### src/rtl/pc_pkg.sv
// Shared constants for the fetch-path PC unit: default text base, fault cause codes and FSM states.
package pc_pkg;

  localparam logic [31:0] DEFAULT_TEXT_BASE  = 32'h0040_0000;
  localparam int unsigned DEFAULT_TEXT_WORDS = 1024;

  localparam logic [1:0] PC_CAUSE_NONE     = 2'b00;
  localparam logic [1:0] PC_CAUSE_RANGE    = 2'b01;
  localparam logic [1:0] PC_CAUSE_MISALIGN = 2'b10;

  typedef logic [0:0] pc_state_t;
  localparam pc_state_t PC_RUN   = 1'b0;
  localparam pc_state_t PC_FAULT = 1'b1;

endpackage

### src/rtl/pc_fetch_unit_if.sv
// Control and status bundle between the core and the PC fetch unit.
interface pc_fetch_unit_if #(
  parameter int unsigned ADDR_W = 10
);
  logic              stall_i;
  logic              redirect_i;
  logic [31:0]       redirect_pc_i;
  logic              fault_clear_i;
  logic [31:0]       pc_o;
  logic [ADDR_W-1:0] phys_pc_o;
  logic              pc_valid_o;
  logic              fault_o;
  logic [1:0]        fault_cause_o;
  logic [31:0]       fault_pc_o;
  logic [31:0]       fetch_count_o;

  modport master (
    output stall_i, redirect_i, redirect_pc_i, fault_clear_i,
    input  pc_o, phys_pc_o, pc_valid_o, fault_o, fault_cause_o, fault_pc_o, fetch_count_o
  );

  modport slave (
    input  stall_i, redirect_i, redirect_pc_i, fault_clear_i,
    output pc_o, phys_pc_o, pc_valid_o, fault_o, fault_cause_o, fault_pc_o, fetch_count_o
  );
endinterface

### src/rtl/pc_range_check.sv
// Combinational segment decoder: virtual PC to word index, valid flag and fault cause.
// Misaligned detection is enabled by defining PC_MISALIGN_CHECK_EN.
module pc_range_check import pc_pkg::*; #(
  parameter logic [31:0] TEXT_BASE  = DEFAULT_TEXT_BASE,
  parameter int unsigned TEXT_WORDS = DEFAULT_TEXT_WORDS,
  parameter int unsigned ADDR_W     = $clog2(TEXT_WORDS)
) (
  input  logic [31:0]       pc,
  output logic [ADDR_W-1:0] physPc,
  output logic              valid,
  output logic [1:0]        cause
);

  // 33-bit bounds so a segment ending at the top of the address space does not wrap.
  localparam logic [32:0] LoBound = {1'b0, TEXT_BASE};
  localparam logic [32:0] HiBound = {1'b0, TEXT_BASE} + (33'(TEXT_WORDS) << 2) - 33'd1;

  logic outOfRange;
  logic misaligned;

  assign physPc     = ADDR_W'((pc - TEXT_BASE) >> 2);
  assign outOfRange = ({1'b0, pc} < LoBound) || ({1'b0, pc} > HiBound);

`ifdef PC_MISALIGN_CHECK_EN
  assign misaligned = (pc[1:0] != 2'b00);
`else
  assign misaligned = 1'b0;
`endif

  always_comb begin
    cause = PC_CAUSE_NONE;
    if (misaligned) begin
      cause = PC_CAUSE_MISALIGN;
    end else if (outOfRange) begin
      cause = PC_CAUSE_RANGE;
    end
  end

  assign valid = !misaligned && !outOfRange;

endmodule

### src/rtl/pc_fetch_unit.sv
// Registered program counter with stall/redirect, segment checking and a sticky fetch fault.
// Optional misaligned-PC check: define PC_MISALIGN_CHECK_EN.
module pc_fetch_unit import pc_pkg::*; #(
  parameter logic [31:0] TEXT_BASE  = DEFAULT_TEXT_BASE,
  parameter int unsigned TEXT_WORDS = DEFAULT_TEXT_WORDS,
  parameter int unsigned ADDR_W     = $clog2(TEXT_WORDS)
) (
  input logic            clk,
  input logic            rst_n,
  pc_fetch_unit_if.slave bus
);

  pc_state_t         stateQ, stateD;
  logic [31:0]       pcQ, pcD;
  logic [31:0]       faultPcQ, faultPcD;
  logic [31:0]       fetchCountQ, fetchCountD;
  logic [1:0]        causeQ, causeD;
  logic [ADDR_W-1:0] physPc;
  logic              pcValid;
  logic [1:0]        checkCause;

  pc_range_check #(
    .TEXT_BASE (TEXT_BASE),
    .TEXT_WORDS(TEXT_WORDS),
    .ADDR_W    (ADDR_W)
  ) u_range (
    .pc    (pcQ),
    .physPc(physPc),
    .valid (pcValid),
    .cause (checkCause)
  );

  always_comb begin
    stateD      = stateQ;
    pcD         = pcQ;
    faultPcD    = faultPcQ;
    fetchCountD = fetchCountQ;
    causeD      = causeQ;
    case (stateQ)
      PC_RUN: begin
        // An invalid PC wins over everything so the faulting address is never lost.
        if (!pcValid) begin
          stateD   = PC_FAULT;
          faultPcD = pcQ;
          causeD   = checkCause;
        end else begin
          if (bus.redirect_i || !bus.stall_i) begin
            fetchCountD = fetchCountQ + 32'd1;
          end
          if (bus.redirect_i) begin
            pcD = bus.redirect_pc_i;
          end else if (!bus.stall_i) begin
            pcD = pcQ + 32'd4;
          end
        end
      end
      PC_FAULT: begin
        if (bus.fault_clear_i) begin
          stateD = PC_RUN;
          causeD = PC_CAUSE_NONE;
          pcD    = bus.redirect_i ? bus.redirect_pc_i : TEXT_BASE;
        end
      end
      default: stateD = PC_RUN;
    endcase
  end

  always_ff @(posedge clk or negedge rst_n) begin
    if (!rst_n) begin
      stateQ      <= PC_RUN;
      pcQ         <= TEXT_BASE;
      faultPcQ    <= 32'd0;
      fetchCountQ <= 32'd0;
      causeQ      <= PC_CAUSE_NONE;
    end else begin
      stateQ      <= stateD;
      pcQ         <= pcD;
      faultPcQ    <= faultPcD;
      fetchCountQ <= fetchCountD;
      causeQ      <= causeD;
    end
  end

  assign bus.pc_o          = pcQ;
  assign bus.phys_pc_o     = physPc;
  assign bus.pc_valid_o    = pcValid;
  assign bus.fault_o       = (stateQ == PC_FAULT);
  assign bus.fault_cause_o = causeQ;
  assign bus.fault_pc_o    = faultPcQ;
  assign bus.fetch_count_o = fetchCountQ;

endmodule

### src/flat_wrapper.sv
// flat-port wrapper written by rule: the top's interface ports become plain ports
module pc_fetch_unit_flat import pc_pkg::*;
#(
  parameter logic [31:0] TEXT_BASE  = DEFAULT_TEXT_BASE,
  parameter int unsigned TEXT_WORDS = DEFAULT_TEXT_WORDS,
  parameter int unsigned ADDR_W     = $clog2(TEXT_WORDS)
)
  (clk, rst_n, bus_stall_i, bus_redirect_i, bus_redirect_pc_i, bus_fault_clear_i, bus_pc_o, bus_phys_pc_o, bus_pc_valid_o, bus_fault_o, bus_fault_cause_o, bus_fault_pc_o, bus_fetch_count_o);
  pc_fetch_unit_if #(.ADDR_W(ADDR_W)) bus_i ();
  input logic clk;
  input logic rst_n;
  input wire logic [$bits(bus_i.stall_i)-1:0] bus_stall_i;
  input wire logic [$bits(bus_i.redirect_i)-1:0] bus_redirect_i;
  input wire logic [$bits(bus_i.redirect_pc_i)-1:0] bus_redirect_pc_i;
  input wire logic [$bits(bus_i.fault_clear_i)-1:0] bus_fault_clear_i;
  output wire logic [$bits(bus_i.pc_o)-1:0] bus_pc_o;
  output wire logic [$bits(bus_i.phys_pc_o)-1:0] bus_phys_pc_o;
  output wire logic [$bits(bus_i.pc_valid_o)-1:0] bus_pc_valid_o;
  output wire logic [$bits(bus_i.fault_o)-1:0] bus_fault_o;
  output wire logic [$bits(bus_i.fault_cause_o)-1:0] bus_fault_cause_o;
  output wire logic [$bits(bus_i.fault_pc_o)-1:0] bus_fault_pc_o;
  output wire logic [$bits(bus_i.fetch_count_o)-1:0] bus_fetch_count_o;
  assign bus_i.stall_i = bus_stall_i;
  assign bus_i.redirect_i = bus_redirect_i;
  assign bus_i.redirect_pc_i = bus_redirect_pc_i;
  assign bus_i.fault_clear_i = bus_fault_clear_i;
  assign bus_pc_o = bus_i.pc_o;
  assign bus_phys_pc_o = bus_i.phys_pc_o;
  assign bus_pc_valid_o = bus_i.pc_valid_o;
  assign bus_fault_o = bus_i.fault_o;
  assign bus_fault_cause_o = bus_i.fault_cause_o;
  assign bus_fault_pc_o = bus_i.fault_pc_o;
  assign bus_fetch_count_o = bus_i.fetch_count_o;
  pc_fetch_unit #(.TEXT_BASE(TEXT_BASE), .TEXT_WORDS(TEXT_WORDS), .ADDR_W(ADDR_W)) u_core (.clk(clk), .rst_n(rst_n), .bus(bus_i));
endmodule
### config.mk
export PLATFORM = sky130hd
export DESIGN_NAME = pc_fetch_unit_flat
export DESIGN_NICKNAME = d
export VERILOG_FILES = /design/src/rtl/pc_pkg.sv /design/src/rtl/pc_fetch_unit_if.sv /design/src/rtl/pc_range_check.sv /design/src/rtl/pc_fetch_unit.sv /design/src/flat_wrapper.sv
export SDC_FILE = /design/constraint.sdc
export NUM_CORES = 1
export LEC_CHECK = 0
export BUFFER_PORTS_ARGS = -buffer_cell sky130_fd_sc_hd__buf_2
export CAP_MARGIN = 25
export CORE_ASPECT_RATIO = 1.75
export CORE_MARGIN = 2
export CORE_UTILIZATION = 53
export CTS_BUF_LIST = sky130_fd_sc_hd__clkbuf_8
export DETAILED_ROUTE_END_ITERATION = 10
export GPL_TIMING_DRIVEN = 1
export PLACE_DENSITY = 0.83
export SLEW_MARGIN = 20
export SYNTH_ARGS = -nofsm -noshare
export SYNTH_HDL_FRONTEND = slang
export SYNTH_SLANG_ARGS = --single-unit
### constraint.sdc
create_clock -name clk -period 2.33 [get_ports clk]
set_input_delay 0.233 -clock clk [delete_from_list [all_inputs] [get_ports clk]]
set_output_delay 0.233 -clock clk [all_outputs]
set_load 0.05 [all_outputs]
# After elaboration in Yosys (flattened, before gate mapping)

Cells that the tools add are included.

Memories: 0
Output and inout bits: 110
Memory bits (read-only): 0
Flip-flop bits (word level): 99
RAM bits: 0
Bits in latches: 0

Multipliers: 0
Reductions and logical operators: 8
$lt $le $gt $ge: 2
Equality and inequality tests: 4
Shift operators: 0
Bitwise gates (word level): 2
Multiplexer cells: 12
Add/subtract/negate cells: 3
Divide/modulo/power cells: 0

Operators by type and width:

| operator              | count |
|---|---|
| $mux 32               | 5 |
| $pmux 32 s2           | 1 |
| $add 32x1->32 const B | 1 |
| $add 32x3->32 const B | 1 |
| $gt 32x23->1 const B  | 1 |
| $lt 32x23->1 const B  | 1 |
| $sub 12x1->12 const B | 1 |
| $ne 2x2->1 const B    | 3 |
| $reduce_and 3->1      | 2 |
| $mux 2                | 2 |
| $pmux 2 s2            | 1 |
| $reduce_and 2->1      | 2 |
| $ne 3x3->1 const B    | 1 |
| $logic_not 1->1       | 2 |
| $logic_or 1x1->1      | 2 |
| $mux 1                | 2 |
| $not 1->1             | 2 |
| $pmux 1 s2            | 1 |

# Logic depth before layout (Yosys ltp)

Gate-level depths: netlist of run 1.

Depth after elaboration: 5
Mapped depth: 7
Depth with buffers taken out: 6

# By module

From an unflattened synthesis of run 1, not the netlist that was laid out.

Cell total of the unflattened synthesis: 473
Area total of the unflattened synthesis: 5023.6 sq um

Modules (own cells, without submodules):

| module         | cells an instance | area each (sq um) | times used |
|---|---|---|---|
| pc_fetch_unit  | 451               | 4870.9            | 1 |
| pc_range_check | 22                | 152.6             | 1 |

# Worst setup path before layout of run 1

Ideal clock, no wire load.

Kind: reg-to-reg
From: reg u_core.pcQ[22] (netlist: u_core.bus.pc_o[22])
To: reg u_core.faultPcQ[12] (netlist: u_core.bus.fault_pc_o[12])
Stages on the path, launching flop included: 8
Library setup time: 125 ps
Setup slack: -213 ps
Data arrival time: 2418 ps
Period minus slack after synthesis: 2543 ps
Cells stage by stage: dfstp_2 > nor4b_2 > nand3_2 > or2_2 > inv_1 > nor2_1 > buf_2 > mux2_2

Cells in the longest elaborated chain, start to end: 3
Elaborated cells on any way between the ends: 4
Those cells by class: order compare: 2; reduce/logical: 2

RTL lines:

| element                                             | line                 | text |
|---|---|---|
| from (decl)                                         | pc_fetch_unit.sv:14  | `logic [31:0] pcQ, pcD;` |
| from (signal assigned)                              | pc_fetch_unit.sv:77  | `pcQ <= pcD;` |
| $lt 32x23->1 / $gt 32x23->1 (equally long branches) | pc_range_check.sv:22 | `assign outOfRange = ({1'b0, pc} < LoBound) \|\| ({1'b0, pc} > HiBound);` |
| $logic_or 1x1->1 *                                  | pc_range_check.sv:22 |  |
| $reduce_and 2->1 (no source line) *                 | n/a                  |  |
| to (signal assigned)                                | pc_fetch_unit.sv:78  | `faultPcQ <= faultPcD;` |
| to (decl)                                           | pc_fetch_unit.sv:15  | `logic [31:0] faultPcQ, faultPcD;` |

Every way passes the cells marked *; elsewhere a longest branch is shown, timed or not.
A chain may end at the register's enable or synchronous reset.

# Final worst setup path of run 1

From: reg u_core.pcQ[26] (netlist: u_core.bus.pc_o[26])
To: reg u_core.faultPcQ[8] (netlist: u_core.bus.fault_pc_o[8])

The elaborated chain is that of the path after synthesis.

==> flow_summary.yaml, run 1 <==
global_routing:
  grt_max_degree: 57
  antenna_found_initial: 0
  grt_use_total: 0.2669
  overflow: 0
  grt_pass1_wl_um: 19440
  grt_pass1_vias: 3906
synthesis:
  synth_cell_types: 56
  synth_edf_count: 0
  syn_area_um2: 4657
  synth.avg_cell_area_um2: 10.73
  yosysWarnings: 0
  seq_area_frac_synth: 0.5269
  async_reset_ff_frac: 1.000
  syn_nets: 473
  ys_top_cells_by_area: "dfrtp_1 (52%), mux2_2 (7.7%), xnor2_1 (4.5%)"
  ys_ff_latch: 98
  synth_ff_type: "dfrtp_1"
  yosysMostFrequentCell: "dfrtp_1"
  synth_top_area_cell: "dfrtp_1"
  synth_top_area_frac: 0.5212
  synth_commonest_cells: "dfrtp_1 (97), nand2_1 (44), mux2_2 (32)"
  syn_inst: 434
timing:
  timing.fmax_mhz: 448.0
  slew_headroom: 0.3373
  period_minus_slack_ns: 2.232
  finClkSkew_ns: 0.01014
  drv_slew: 0
  rsz0062_at_grt: "no"
  tightest_slew_ns: 0.9917
  period_share: 0.9579
  tns_ns: 0
  hold_viol_final: 0
  setup_viol: 0
pwr:
  power.share.combinational: 0.343
  leakage_nw: 2.808
  clockPowerShare: 0.238
  swShare: 0.4093
  p_int_mw: 3.032
  ir_drop_mv: 0.6427
  seqPwrFrac: 0.419
  net-switching-power_mw: 2.101
  power_density_nw_per_um2: 886.8
final_layout:
  area_growth_pct: 24.29
  diodes: 0
  fin_util: 0.6719
  n_fill_cell: 681
  drive_gt1_frac: 0.4038
  multi_input_area_um2: 2041
  nets: 616
  seq_area_um2: 2462
die:
  initial_core_util: 0.5406
  core-area_um2: 8615
  num_rows: 45
  dieWidth_um: 74.86
  ios: 147
  dieHeight_um: 128
  die-area_um2: 9582
critical_path:
  crit_type: "register to register"
  critPathCaptureType: "register"
  cp-start-kind: "register"
  path_max_fanout: 32
  cpPeakStageDelay_ns: 0.75
  cp_cell_sequence: "nor4b_4 -> nand3_4 -> or2_4 -> clkinvlp_4 -> nor2_4 -> mux2_2"
  arrival_ns: 2.48
  worstPathRequired_ns: 2.58
  critPathBufInv: 1
  timing.critical_path.slowest_stage_cell: "nor2_4"
  cpLargestDelayFamily: "simple AND/OR/NAND/NOR gates"
clock_network:
  h-tree-depth: 3
  clock_path_buffers: 2
  cts_root_buffer: "clkbuf_8"
  cts_buffers: 9
  path_clk_slew_ns: 0.09
  numClockSinks: 98
  cts_tree: "built"
  worst_skew_pair.late_latency_ns: 0.36
detailed_routing:
  drc: 0
  firstDrtPassIters: 4
  ant_nets: 0
  via_per_inst: 5.798
  routedWlPerCell_um: 17.17
  wl_um: 12000
  via_count: 4053
  initialDrtViolationCount: 232
hold_path:
  hold_path.class: "primary input to register"
status:
  outcome: "completed"
placed_design:
  port_buffers: 145
  place_congestion: 0.8498
  dpl.hpwl_um: 8893
run:
  max-cap-violations: 0
-- registers in the layout, summed over array words and instances (netlist names) --
| register | cells |
|---|---|
| u_core.bus.fault_cause_o | 1 |
| u_core.bus.fault_o | 1 |
| u_core.bus.fault_pc_o | 32 |
| u_core.bus.fetch_count_o | 32 |
| u_core.bus.pc_o | 32 |
-- cells by family (layout without fill, tap and decap cells) --
family                   count (synthesis)  count (layout)  share of synthesized area
AO/OA/AOI/OAI                           55              55                    0.08114
XOR/XNOR                                31              31                    0.05830
adder cells (fa/ha/maj)                  2               2                   0.005373
buffers and inverters                   40             188                    0.04406
flip-flops                              98              98                     0.5269
multiplexers                            32              32                    0.07738
other                                    1               1                  0.0008052
AND/OR/NAND/NOR                        175             175                     0.2061
-- metal layers --
| metal | wire [um] | up-vias | track usage |
|---|---|---|---|
| li1 | - | 1840 | - |
| met4 | 370 | 0 | 0.1282 |
| met1 | 4504 | 2019 | 0.3286 |
| met5 | 0 | - | 0 |
| met3 | 676 | 26 | 0.05267 |
| met2 | 6449 | 168 | 0.4386 |
-- tightest hold or removal path, cell delays in order --
cell and delay [ns]:
buf_2 0.07, nand3_1 0.06, nand2_1 0.06
-- final cells by class --
cell class,count,share of cell area
Clock buffer,11,0.02616
Clock inverter,5,0.01340
Inverter,8,0.005837
Multi-Input combinational cell,296,0.3526
Sequential cell,98,0.4254
Tap cell,117,0.02529
Timing Repair Buffer,164,0.1513
-- cell usage in the layout (no fill, tap or decap), types with 2 or more instances in the layout --
cell,Yosys,layout
buf_2,5,143
dfrtp_1,97,90
nand2_1,44,44
mux2_2,32,32
nand3_1,27,27
xnor2_1,24,24
nand4_1,21,21
buf_4,11,20
nor2_1,20,19
nor3_1,18,18
a21oi_1,15,15
clkbuf_8,0,11
inv_1,8,8
xor2_1,7,7
and2_1,7,7
and3_1,7,7
o21ai_0,7,7
dfrtp_2,0,7
nor4_2,3,5
and4_1,5,5
nor4_1,7,5
a2bb2oi_1,4,4
o31ai_1,4,4
o22ai_1,4,4
nand2b_1,3,3
a32o_1,3,3
o21a_1,2,2
nand4b_1,2,2
o31a_1,2,2
a31oi_1,2,2
ha_1,2,2
bufinv_16,0,2
-- final timing paths --
check | from | endpoint | slack [ns] | cells after the start
max in group asynchronous | rst_n | u_core.bus.fault_pc_o[8]$_DFFE_PN0P_ | 1.16 | 3
worst max-delay path | u_core.bus.pc_o[26]$_DFFE_PN0P_ | u_core.bus.fault_pc_o[8]$_DFFE_PN0P_ | 0.1 | 6
min in group asynchronous | rst_n | u_core.bus.fetch_count_o[14]$_DFFE_PN0P_ | 0.47 | 2
worst max register to register | u_core.bus.pc_o[26]$_DFFE_PN0P_ | u_core.bus.fault_pc_o[8]$_DFFE_PN0P_ | 0.1 | 6
worst min register to register | u_core.bus.fetch_count_o[31]$_DFFE_PN0P_ | u_core.bus.fetch_count_o[31]$_DFFE_PN0P_ | 0.48 | 1
worst min-delay path | bus_redirect_pc_i[27] | u_core.bus.pc_o[27]$_DFFE_PN0P_ | 0.09 | 3
-- power by group through the flow --
stage               combinational, mW  clock, mW  sequential [mW]
floorplan                       0.545          0             2.93
global placement                 1.74          0             2.17
detailed placement               1.76          0             2.18
CTS                              1.77       1.25             2.15
global route                     1.85       1.34             2.19
finish                           1.76       1.22             2.15
-- timing repair --
item / 4_1_cts / 5_1_grt
resized for setup: 2 / 4
pin swaps: 0 / 0
hold buffers: 1 / 0
endpoints found under the setup margin: 1 / 34
endpoints found under the hold margin: 52 / 0
buffers inserted: 0 / 0
-- through the flow --
step	power [mW]	hold WS (ns)	worst slack [ns]	instances	cell area, um2
after floorplan	3.478	-0.06259	0.001929	434	4678
after global placement	3.902	0.3312	0.08383	682	5524
after detailed placement	3.938	0.3315	0.07686	682	5524
after CTS	5.170	0.07518	0.03888	699	5772
after global routing	5.377	0.07217	0.002693	699	5788
final	5.133	0.08898	0.09805	699	5788
Power figures use the tool's default switching activity.
==> inputs of run 2 (changes only) <==
- CTS_BUF_LIST: sky130_fd_sc_hd__clkbuf_8 -> sky130_fd_sc_hd__clkbuf_2
- MAX_ROUTING_LAYER: not set -> met4
==> run 2 against run 1 <==
Against the previous run:
- setup slack worse by 0.079 ns
- flip-flop and latch count did not move
- first-iteration DRC count up 14%
- via count rose by 5.6%
- combinational power up 5%
- wire length rose by 9.5%
- largest cell class unchanged
- clock power down 26%
==> flow_summary.yaml, run 2 (synthesis results as in run 1) <==
timing:
  finClkSkew_ns: 0.02618
  fin_hold_ws_ns: 0.07979
  drv_slew: 0
  slew_headroom: 0.3508
  setup_viol: 0
  period_share: 0.9917
  period_minus_slack_ns: 2.311
  timing.fmax_mhz: 432.8
  hold_viol_final: 0
  tightest_slew_ns: 0.9715
  rsz0062_at_grt: "yes"
placed_design:
  place_congestion: 0.8632
  port_buffers: 145
  dpl.hpwl_um: 8893
  placed_area_um2: 5524
global_routing:
  overflow: 0
  antenna_found_initial: 1
  grt_max_degree: 57
  grt_use_total: 0.2993
  grt_pass1_vias: 4315
  grt_pass1_wl_um: 21040
critical_path:
  arrival_ns: 2.08
  cpPeakStageDelay_ns: 0.49
  cpLargestDelayFamily: "simple AND/OR/NAND/NOR gates"
  cp_cell_sequence: "nor4_4 -> nand3_2 -> or2_4 -> clkinvlp_4 -> buf_8"
  timing.critical_path.slowest_stage_cell: "dfrtp_2"
  critPathCaptureType: "primary output"
  r2r_cells: 6
  critPathBufInv: 2
  cp-start-kind: "register"
  r2r_start: "u_core.bus.pc_o[15]$_DFFE_PN0P_"
  path_max_fanout: 4
  r2r_end: "u_core.bus.fault_pc_o[8]$_DFFE_PN0P_"
  r2r_slack_ns: 0.12
  worstPathRequired_ns: 2.10
  crit_type: "register to primary output"
detailed_routing:
  routedWlPerCell_um: 17.78
  via_count: 4278
  drc: 0
  initialDrtViolationCount: 264
  wl_um: 13140
  ant_nets: 0
  via_per_inst: 5.789
  firstDrtPassIters: 4
pwr:
  ir_drop_mv: 0.6551
  power_density_nw_per_um2: 807.6
  leakage_nw: 2.943
final_layout:
  area_growth_pct: 30.63
  drive_gt1_frac: 0.3881
  n_fill_cell: 651
  layout_commonest_cell: "buf_2"
  nets: 655
  seq_area_um2: 2462
  multi_input_area_um2: 2051
  fin_area_um2: 6083
  mostFrequentLayoutCells: "buf_2 (143), dfrtp_1 (90), nand2_1 (44), dlygate4sd3_1 (33), mux2_2 (32)"
clock_network:
  cts_tree: "built"
  numClockSinks: 98
  path_clk_slew_ns: 0.23
  h-tree-depth: 3
  clock_path_buffers: 2
  cts_buffers: 9
  worst_skew_pair.late_latency_ns: 0.60
  cts_root_buffer: "clkbuf_2"
hold_path:
  hold_path.class: "primary input to register"
  worstHoldStart: "bus_redirect_pc_i[8]"
  min_path_cells: 4
  min_to: "u_core.bus.pc_o[8]$_DFFE_PN0P_"
die:
  ios: 147
  num_rows: 45
  dieWidth_um: 74.86
  initial_core_util: 0.5406
  die-area_um2: 9582
  core-area_um2: 8615
  dieHeight_um: 128
status:
  outcome: "completed"
run:
  max-cap-violations: 0
run 2: changes by cell type in the layout (fill, tap and decap cells not counted):
cell,before,now
diode_2,0,1
nand3_2,0,1
buf_4,20,26
inv_1,8,7
nor4_2,5,3
nor4_4,1,3
buf_8,0,1
clkinv_1,0,2
dlygate4sd3_1,1,33
clkbuf_8,11,0
clkbuf_2,0,10
nand3_4,1,0
run 2: what timing repair did:
item / CTS / global route
endpoints found under the setup margin: 2 / 8
gates cloned: 0 / 0
pin swaps: 2 / 0
endpoints found under the hold margin: 84 / 0
hold buffers: 33 / 0
buffers inserted: 6 / 1
resized for setup: 5 / 4
run 2: how the worst max path moves through the flow:
stage                                    startpoint                                        to  cells past startpoint
finish              u_core.bus.pc_o[29]$_DFFE_PN0P_                            bus_pc_valid_o                      5
global route        u_core.bus.pc_o[20]$_DFFE_PN0P_                            bus_pc_valid_o                      5
CTS                 u_core.bus.pc_o[20]$_DFFE_PN0P_                            bus_pc_valid_o                      5
detailed placement  u_core.bus.pc_o[29]$_DFFE_PN0P_  u_core.bus.fetch_count_o[19]$_DFFE_PN0P_                      5
global placement    u_core.bus.pc_o[29]$_DFFE_PN0P_  u_core.bus.fetch_count_o[20]$_DFFE_PN0P_                      5
floorplan           u_core.bus.pc_o[18]$_DFFE_PN0P_      u_core.bus.fault_pc_o[4]$_DFFE_PN0P_                      7
run 2: power breakdown:
group / total, mW / internal (mW) / leakage (nW) / switching, mW
logic: 1.85 / 0.506 / 1.61 / 1.34
clock network: 0.907 / 0.353 / 0.0810 / 0.554
registers: 2.16 / 1.93 / 1.25 / 0.230
run 2: area by class of cell:
class,instances,area share
antenna,1,0.0004114
clock buffer,10,0.008227
clock inverter,6,0.01337
inverter,8,0.005553
multi-input combinational,296,0.3371
sequential,98,0.4048
tap,117,0.02406
timing repair buffer,203,0.2065
run 2: worst min-delay path: stages:
cell	delay (ns)
buf_2	0.08
nand2_1	0.05
o22ai_1	0.16
a211o_1	0.12
run 2: stage by stage:
stage | power [mW] | utilization | TNS (ns) | std cells | setup slack [ns]
5_1_grt | 5.123 | 0.7062 | -0.06761 | 739 | -0.06761
3_5_place_dp | 3.938 | 0.6412 | 0 | 682 | 0.07686
6_report | 4.913 | 0.7062 | 0 | 739 | 0.01930
4_1_cts | 4.908 | 0.7036 | 0 | 737 | 0.005170
3_3_place_gp | 3.902 | 0.6412 | 0 | 682 | 0.08383
2_1_floorplan | 3.478 | - | 0 | 434 | 0.001929
run 2: routing by layer:
metal | wire (um) | track usage | vias to the layer above
li1 | - | - | 1923
met4 | 629 | 0.1891 | 0
met5 | 0 | - | -
met1 | 4637 | 0.3297 | 2104
met3 | 725 | 0.04009 | 48
met2 | 7148 | 0.4938 | 203
